### src/rtl/cv_bus_pkg.sv
// ----------------------------------------------------------------------------
// cv_bus_pkg
// Shared definitions for the 40-bit split-bus RAM responder:
//   - bus field widths (address, data, command)
//   - command encoding: write bit position and the RAM command class
//   - responder FSM state type
//   - fill value returned for an invalid command
// No ports (package).
// ----------------------------------------------------------------------------
package cv_bus_pkg;

    localparam int ADDR_W    = 5;
    localparam int DATA_W    = 8;
    localparam int CMD_W     = 3;
    localparam int CNT_W     = 4;
    localparam int MEM_DEPTH = 32;

    localparam int               CMD_WR_BIT    = 2;
    localparam logic [1:0]       CMD_CLASS_RAM = 2'b01;
    localparam logic [DATA_W-1:0] RD_FILL      = 8'hFF;

    typedef enum logic [1:0] {
        IDLE = 2'd0,
        WAIT = 2'd1,
        ACK  = 2'd2
    } rsp_state_e;

    // A command addresses this RAM only when its class field is the RAM class.
    function automatic logic is_ram_cmd(input logic [CMD_W-1:0] cmd);
        return (cmd[1:0] == CMD_CLASS_RAM);
    endfunction

endpackage

### src/rtl/cv_sram_32x8.sv
// ----------------------------------------------------------------------------
// cv_sram_32x8
// 32 x 8 register-file RAM: synchronous write port, combinational read port.
// Every byte is cleared by the asynchronous active-low reset.
// Ports:
//   i_clk     in   clock, rising edge
//   i_rst_n   in   asynchronous active-low reset (clears all bytes)
//   i_we      in   write enable
//   i_waddr   in   write address
//   i_wdata   in   write data
//   i_raddr   in   read address
//   o_rdata   out  read data (combinational from i_raddr)
// ----------------------------------------------------------------------------
module cv_sram_32x8
    import cv_bus_pkg::*;
(
    input  logic              i_clk,
    input  logic              i_rst_n,
    input  logic              i_we,
    input  logic [ADDR_W-1:0] i_waddr,
    input  logic [DATA_W-1:0] i_wdata,
    input  logic [ADDR_W-1:0] i_raddr,
    output logic [DATA_W-1:0] o_rdata
);

    logic [DATA_W-1:0] r_mem [MEM_DEPTH];

    always_ff @(posedge i_clk or negedge i_rst_n) begin
        if (!i_rst_n) begin
            for (int i = 0; i < MEM_DEPTH; i++) begin
                r_mem[i] <= '0;
            end
        end else if (i_we) begin
            r_mem[i_waddr] <= i_wdata;
        end
    end

    assign o_rdata = r_mem[i_raddr];

endmodule

### src/rtl/cv_sram_rsp_32x8.sv
// ----------------------------------------------------------------------------
// cv_sram_rsp_32x8
// Target-side responder on the S_* split bus for a 32 x 8 RAM. Accepts one
// request at a time, waits WAIT_CYCLES cycles, then performs the byte write
// or read and raises S_EX_ACK for exactly one cycle.
//
// Parameter:
//   WAIT_CYCLES  wait states between accept and acknowledge (0..15)
// Ports:
//   CLK       in   system clock, rising edge
//   RST_N     in   asynchronous active-low reset
//   S_EX_REQ  in   request, held by the initiator until ACK
//   S_ADDR    in   byte address
//   S_CMD     in   command: [2] 1=write/0=read, [1:0] must be RAM class
//   S_D_WR    in   write data
//   S_EX_ACK  out  single-cycle acknowledge
//   S_D_RD    out  read data / write echo / FF for invalid command
//   ERR_CNT   out  saturating invalid-command count (only when the
//                  CV_SRAM_RSP_ERRCNT_EN macro is defined)
// ----------------------------------------------------------------------------
module cv_sram_rsp_32x8
    import cv_bus_pkg::*;
#(
    parameter int WAIT_CYCLES = 2
)
(
    input  logic              CLK,
    input  logic              RST_N,
    input  logic              S_EX_REQ,
    input  logic [ADDR_W-1:0] S_ADDR,
    input  logic [CMD_W-1:0]  S_CMD,
    input  logic [DATA_W-1:0] S_D_WR,
    output logic              S_EX_ACK,
    output logic [DATA_W-1:0] S_D_RD
`ifdef CV_SRAM_RSP_ERRCNT_EN
    ,
    output logic [7:0]        ERR_CNT
`endif
);

    localparam bit NO_WAIT = (WAIT_CYCLES == 0);
    localparam logic [CNT_W-1:0] CNT_LOAD =
        (WAIT_CYCLES > 0) ? CNT_W'(WAIT_CYCLES - 1) : '0;

    rsp_state_e        r_state;
    rsp_state_e        w_next_state;
    logic [CNT_W-1:0]  r_cnt;
    logic [ADDR_W-1:0] r_addr;
    logic [CMD_W-1:0]  r_cmd;
    logic [DATA_W-1:0] r_dwr;
    logic [DATA_W-1:0] r_d_rd;

    logic              w_accept;
    logic              w_enter_ack;
    logic [ADDR_W-1:0] w_cur_addr;
    logic [CMD_W-1:0]  w_cur_cmd;
    logic [DATA_W-1:0] w_cur_dwr;
    logic              w_valid;
    logic              w_we;
    logic [DATA_W-1:0] w_mem_rd;

    assign w_accept = (r_state == IDLE) && S_EX_REQ;

    // The ACK-entry edge is either a zero-wait accept straight from IDLE or
    // the last wait state with the request still held.
    assign w_enter_ack = (w_accept && NO_WAIT) ||
                         ((r_state == WAIT) && S_EX_REQ && (r_cnt == '0));

    // In the zero-wait case the effect happens on the accept edge itself,
    // before the latch holds anything, so the live bus fields are used there.
    assign w_cur_addr = (r_state == IDLE) ? S_ADDR : r_addr;
    assign w_cur_cmd  = (r_state == IDLE) ? S_CMD  : r_cmd;
    assign w_cur_dwr  = (r_state == IDLE) ? S_D_WR : r_dwr;

    assign w_valid = is_ram_cmd(w_cur_cmd);
    assign w_we    = w_enter_ack && w_valid && w_cur_cmd[CMD_WR_BIT];

    cv_sram_32x8 u_mem (
        .i_clk   (CLK),
        .i_rst_n (RST_N),
        .i_we    (w_we),
        .i_waddr (w_cur_addr),
        .i_wdata (w_cur_dwr),
        .i_raddr (w_cur_addr),
        .o_rdata (w_mem_rd)
    );

    // FSM state register
    always_ff @(posedge CLK or negedge RST_N) begin
        if (!RST_N) begin
            r_state <= IDLE;
        end else begin
            r_state <= w_next_state;
        end
    end

    // FSM next state; a dropped request during WAIT aborts without effect.
    always_comb begin
        w_next_state = r_state;
        case (r_state)
            IDLE: begin
                if (S_EX_REQ) begin
                    w_next_state = NO_WAIT ? ACK : WAIT;
                end
            end
            WAIT: begin
                if (!S_EX_REQ) begin
                    w_next_state = IDLE;
                end else if (r_cnt == '0) begin
                    w_next_state = ACK;
                end
            end
            ACK:     w_next_state = IDLE;
            default: w_next_state = IDLE;
        endcase
    end

    // FSM outputs
    always_comb begin
        S_EX_ACK = (r_state == ACK);
        S_D_RD   = r_d_rd;
    end

    always_ff @(posedge CLK or negedge RST_N) begin
        if (!RST_N) begin
            r_cnt <= '0;
        end else if (w_accept) begin
            r_cnt <= CNT_LOAD;
        end else if ((r_state == WAIT) && (r_cnt != '0)) begin
            r_cnt <= r_cnt - 1'b1;
        end
    end

    always_ff @(posedge CLK or negedge RST_N) begin
        if (!RST_N) begin
            r_addr <= '0;
            r_cmd  <= '0;
            r_dwr  <= '0;
        end else if (w_accept) begin
            r_addr <= S_ADDR;
            r_cmd  <= S_CMD;
            r_dwr  <= S_D_WR;
        end
    end

    always_ff @(posedge CLK or negedge RST_N) begin
        if (!RST_N) begin
            r_d_rd <= '0;
        end else if (w_enter_ack) begin
            if (!w_valid) begin
                r_d_rd <= RD_FILL;
            end else if (w_cur_cmd[CMD_WR_BIT]) begin
                r_d_rd <= w_cur_dwr;
            end else begin
                r_d_rd <= w_mem_rd;
            end
        end
    end

`ifdef CV_SRAM_RSP_ERRCNT_EN
    logic [7:0] r_err_cnt;

    always_ff @(posedge CLK or negedge RST_N) begin
        if (!RST_N) begin
            r_err_cnt <= '0;
        end else if (w_enter_ack && !w_valid && (r_err_cnt != 8'hFF)) begin
            r_err_cnt <= r_err_cnt + 8'd1;
        end
    end

    assign ERR_CNT = r_err_cnt;
`endif

endmodule

### config.mk
export PLATFORM = sky130hd
export DESIGN_NAME = cv_sram_rsp_32x8
export DESIGN_NICKNAME = d
export VERILOG_FILES = /design/src/rtl/cv_bus_pkg.sv /design/src/rtl/cv_sram_32x8.sv /design/src/rtl/cv_sram_rsp_32x8.sv
export SDC_FILE = /design/constraint.sdc
export NUM_CORES = 1
export LEC_CHECK = 0
export ABC_AREA = 1
export CORE_MARGIN = 2
export CORE_UTILIZATION = 50
export DETAILED_ROUTE_END_ITERATION = 16
export HOLD_SLACK_MARGIN = 0.06
export MAX_ROUTING_LAYER = met4
export PLACE_DENSITY = 0.66
export SETUP_SLACK_MARGIN = 0.15
export SYNTH_ARGS = -nofsm -noshare
export SYNTH_HDL_FRONTEND = slang
export SYNTH_SLANG_ARGS = --single-unit
### constraint.sdc
create_clock -name CLK -period 5.1 [get_ports CLK]
set_input_delay 0.765 -clock CLK [delete_from_list [all_inputs] [get_ports CLK]]
set_output_delay 0.765 -clock CLK [all_outputs]
set_load 0.005 [all_outputs]
==> impl_metrics.tcl, run 1 <==
set metrics [dict create \
    status "complete, no violations" \
    synth_top_area_share_pct 52.8 \
    synth-edff-count 0 \
    drc_errors 0 \
    root_buffer "clkbuf_16" \
    synth_nets 1816 \
    final_common_cell "nand2_1" \
    grt_pass1_vias 11400 \
    grtUsageTotal_pct 29.5 \
    max_cap_violations 0 \
    cts-resized-gates 0 \
    post_drt_wl_per_cell_um 18.4 \
    timing.rr.start "r_state[1]" \
    yosys.area.top_type "dfrtp_1" \
    final-setup-viol-count 0 \
    hp-class "input port to async pin" \
    final.setup.tns_ps 0 \
    mostFrequentLayoutCells "808 x nand2_1, 286 x dfrtp_1, 280 x o21ai_0" \
    slew_viol_final 0 \
    syn_area_um2 13500 \
    worstMarginPinSlew_ps 1150 \
    cp_data_required_time_ps 5550 \
    cp_data_arrival_time_ps 4330 \
    die_width_um 169 \
    die_y_um 169 \
    cts_buffers 30 \
    cts_tree "built" \
    rrSetupSlack_ps 1220 \
    core_area_um2 26800 \
    htreeDepth 1 \
    grt_pass1_wl_mm 64.4 \
    synth-seq-area-share_pct 52.8 \
    reg2reg_to "u_mem.r_mem[32]" \
    syn_inst 1795 \
    cts_setup_buffers 0 \
    hpwl_mm 22.5 \
    io_buffers 27 \
    diodes 0 \
    viasPerCell 5.60 \
    vdd_drop_max_v 0.000345 \
    criticalPathCategory "flop to flop" \
    holdWs_ps 272 \
    crit_path_start_kind "flop" \
    fin_total_pwr_mw 6.76 \
    layout.nets 1779 \
    grt_max_degree 113 \
    ys_types 26 \
    synth-main-ff-cell "dfrtp_1" \
    firstDrtPassIters 6 \
    finish.utilization_pct 56.2 \
    clockBufferDepth 3 \
    start_util_pct 50.5 \
    yosys_warnings 0 \
    fmax_mhz 258 \
    gp_congestion 0.891 \
    syn_to_final_growth_pct 11.1 \
    rsz0062_at_grt "no" \
    max_slew_margin_pct 22.9 \
    die_area_um2 28400 \
    finalHoldViolCount 0 \
    clkTransAtPathRegs_ps 60 \
    reg2reg_depth 8 \
    grt.overflow.total 0 \
    hold_buffers 0 \
    timing.final.ws_setup_ps 1220 \
    period_minus_slack_ps 3880 \
    rows 60 \
    vias 11900 \
    netlist_top_cells_area "dfrtp_1 53%, nand2_1 23%, o21ai_0 11%, nand3_1 6.1%, clkbuf_1 3.0%" \
    fillers 2534 \
    first_iter_violations 1172 \
    drive_gt1_share_pct 5.51 \
    clock_latency_ps 560 \
    crit_fanout 26 \
    fin_crit_sh_pct 76.1 \
    synth_area_per_cell_um2 7.55 \
    pin_count 28 \
    grt_antenna_before_repair 0 \
    ant_nets 0 \
    endpoint_kind "flop" \
    async_flop_share_pct 100 \
    synth_seq_cells 286 \
    clkSinkCount 286 \
    dp_worst_setup_slack_ps 904 \
    power_leakage_nw 7.47 \
    finClkSkew_ps 11.4 \
    powerDensity_nw_per_um2 449 \
    routed_wl_mm 39.1 \
]
[state kept, by name, indices dropped and copies added, names as in the netlist]
register,cells
r_cnt,4
r_dwr,8
u_mem.r_mem,256
r_state,2
r_cmd,3
S_D_RD,8
r_addr,5
[area by class of cell]
type	count	area, µm²	share of cell area (%)
flip-flops and latches	286	7160	47.5
multi-input cells	1333	5760	38.2
clock buffers	47	936	6.22
repair buffers	54	490	3.26
well taps	341	427	2.83
inverters	53	199	1.32
clock inverters	7	87.6	0.582
[through the flow]
| step | cells | instance area [µm²] |
|---|---|---|
| after global placement | 2067 | 14000 |
| after detailed placement | 2067 | 14000 |
| after floorplan | 1795 | 13500 |
| after global routing | 2121 | 15100 |
| after CTS | 2121 | 15100 |
| final | 2121 | 15100 |
[how the worst max path moves through the flow]
stage                    start          endpoint  slack (ps)  cells past startpoint
CTS                   r_cnt[0]   u_mem.r_mem[32]        1380                      9
detailed placement    S_EX_REQ    u_mem.r_mem[5]         900                      8
global placement     S_ADDR[0]    u_mem.r_mem[0]         940                      8
finish              r_state[1]   u_mem.r_mem[32]        1220                      8
floorplan             S_EX_REQ  u_mem.r_mem[109]        2780                      9
global route          r_cnt[0]   u_mem.r_mem[34]        1010                      9
[routing by layer]
layer | GRT usage, % | share of wire, % | vias to the layer above
met3 | 4.33 | 7.4 | 66
met2 | 45.1 | 45 | 400
met1 | 41.6 | 45 | 5690
met5 | - | 0 | -
met4 | 7.80 | 2.3 | 0
li1 | - | - | 5716
[critical path, cell delays in order (launching register included)]
cell and delay, ps:
dfrtp_1 410, inv_1 120, nand2_1 240, nand2_1 180
nand2_2 400, buf_4 430, nor3_2 940, nand2_1 660
o21ai_0 380
[power breakdown]
part / leakage [nW] / switching, mW / internal [mW]
registers: 3.93 / 0.140 / 2.50
logic: 3.04 / 1.46 / 0.411
clock network: 0.505 / 0.899 / 1.35
total: 7.47 / 2.50 / 4.26
[cell usage after synthesis, types with 2 or more instances]
cell type,count
clkbuf_1,110
ha_1,2
nor3_1,4
nor4_1,2
nand2_1,812
o22ai_1,9
nor2_1,19
a21oi_1,18
o21ai_0,288
inv_1,52
or2_2,2
nor3_4,2
dfrtp_1,286
nand3_1,166
buf_2,11
nor3_2,2
[cell families after synthesis]
group	Yosys count	synth area share, %
flops	286	52.8
fa+ha+maj	2	0.185
simple gates	1013	30.1
compound gates	318	11.9
buf+inv	176	5.01
(Power assumes the default switching activity.)
==> run 2: changes to the inputs <==
==> constraint.sdc (replaced) <==
create_clock -name CLK -period 3.65 [get_ports CLK]
set_input_delay 0.5475 -clock CLK [delete_from_list [all_inputs] [get_ports CLK]]
set_output_delay 0.5475 -clock CLK [all_outputs]
set_load 0.005 [all_outputs]
==> impl_metrics.tcl, run 2 (synthesis gave the netlist of run 1 again) <==
set metrics [dict create \
    status "complete, no violations" \
    largest-register "u_mem.r_mem" \
    first_iter_violations 1288 \
    clockBufferDepth 3 \
    finClkSkew_ps 14.1 \
    hp-class "flop to flop" \
    crit_path_start_kind "flop" \
    rows 60 \
    grt_antenna_before_repair 0 \
    die_area_um2 28400 \
    drc_errors 0 \
    grt_pass1_vias 11200 \
    grt_pass1_wl_mm 64.0 \
    pin_count 28 \
    routed_wl_mm 39.5 \
    hpwl_mm 24.2 \
    final_common_cell "nand2_1" \
    syn_to_final_growth_pct 12.1 \
    final.setup.tns_ps 0 \
    gp_congestion 0.882 \
    worstMarginPinSlew_ps 1260 \
    grt.overflow.total 0 \
    clock_latency_ps 570 \
    fin_total_pwr_mw 9.57 \
    grtUsageTotal_pct 29.4 \
    drive_gt1_share_pct 5.81 \
    cts_tree "built" \
    layout.nets 1787 \
    timing.final.ws_setup_ps 526 \
    viasPerCell 5.59 \
    rsz0062_at_grt "no" \
    ant_nets 0 \
    finalHoldViolCount 0 \
    powerDensity_nw_per_um2 630 \
    io_buffers 27 \
    firstDrtPassIters 5 \
    fin_crit_sh_pct 85.6 \
    cts_setup_buffers 0 \
    criticalPathCategory "flop to flop" \
    final-setup-viol-count 0 \
    design_area_um2 15200 \
    slew_viol_final 0 \
    period_minus_slack_ps 3120 \
    endpoint_kind "flop" \
    clkTransAtPathRegs_ps 60 \
    clkSinkCount 286 \
    vdd_drop_max_v 0.000495 \
    htreeDepth 1 \
    vias 11900 \
    diodes 0 \
    fillers 2494 \
    max_slew_margin_pct 15.8 \
    placed_area_um2 14100 \
    cts_buffers 31 \
    core_area_um2 26800 \
    mostFrequentLayoutCells "808 x nand2_1, 286 x dfrtp_1, 280 x o21ai_0" \
    post_drt_wl_per_cell_um 18.5 \
    dp.cells 2073 \
    crit_fanout 22 \
    die_width_um 169 \
    start_util_pct 50.5 \
    largest_reg_flops 256 \
    root_buffer "clkbuf_16" \
    cp_data_required_time_ps 4120 \
    power_leakage_nw 7.54 \
    dp_worst_setup_slack_ps 375 \
    finalNonFillerCells 2131 \
    max_cap_violations 0 \
    cp_data_arrival_time_ps 3590 \
    grt_max_degree 95 \
    die_y_um 169 \
    fmax_mhz 320 \
]
run 2: cell types whose count changed in the layout (fill, tap and decap cells not counted):
cell           before  now
clkbuf_1            6    9
clkbuf_8           10    9
dlygate4sd3_1       0    1
clkinvlp_4          1    0
inv_6               0    1
clkinv_2            4    5
buf_12              1    7
run 2: area by class of cell:
| cell class | count | area (µm²) | area share, % |
|---|---|---|---|
| inverters | 53 | 199 | 1.31 |
| well taps | 341 | 427 | 2.81 |
| flip-flops and latches | 286 | 7160 | 47.1 |
| clock buffers | 49 | 933 | 6.15 |
| multi-input cells | 1333 | 5760 | 37.9 |
| clock inverters | 8 | 93.8 | 0.618 |
| repair buffers | 61 | 621 | 4.09 |
run 2: per-layer routing:
metal  part of all wire, %  vias to the layer above  GRT usage (%)
met5                     0                        -              -
met4                   3.8                        0           10.1
met3                   7.3                       95           4.56
met2                    43                      412           42.8
met1                    46                     5688           42.3
li1                      -                     5716              -
run 2: per-stage QoR:
| stage | utilization (%) | hold WS [ps] |
|---|---|---|
| after floorplan | - | 252 |
| after global placement | 52.8 | 453 |
| after detailed placement | 52.8 | 462 |
| after CTS | 56.7 | 476 |
| after global routing | 56.7 | 497 |
| final | 56.7 | 475 |
run 2: path summary, 6_finish.rpt:
kind | slack (ps) | cells past startpoint | endpoint | startpoint
max | 530 | 8 | u_mem.r_mem[14] | r_state[0]
min | 480 | 2 | r_cmd[1] | r_cmd[1]
max reg2reg | 530 | 8 | u_mem.r_mem[14] | r_state[0]
min reg2reg | 480 | 2 | r_cmd[1] | r_cmd[1]
max in group asynchronous | 2200 | 3 | u_mem.r_mem[121] | RST_N
min in group asynchronous | 590 | 2 | r_cnt[0] | RST_N
run 2: critical path: stages, from the launching register on:
cell and delay, ps:
dfrtp_1 440, nor2_2 560, nand2_1 200, o21ai_4 140
inv_2 80, buf_4 230, nor3_4 580, nand2_1 470
o21ai_0 320
run 2: where the power goes:
| group | leakage (nW) | switching (mW) | internal [mW] | total (mW) |
|---|---|---|---|---|
| Combinational | 3.10 | 2.07 | 0.640 | 2.71 |
| Sequential | 3.93 | 0.216 | 3.50 | 3.71 |
| Clock | 0.510 | 1.27 | 1.88 | 3.15 |
| Total | 7.54 | 3.56 | 6.02 | 9.57 |
run 2: what timing repair did:
action                     in CTS  in global routing
hold buffers                    1                  0
setup endpoints to repair       0                  0
hold endpoints to repair       18                  0
resized for setup               0                  0
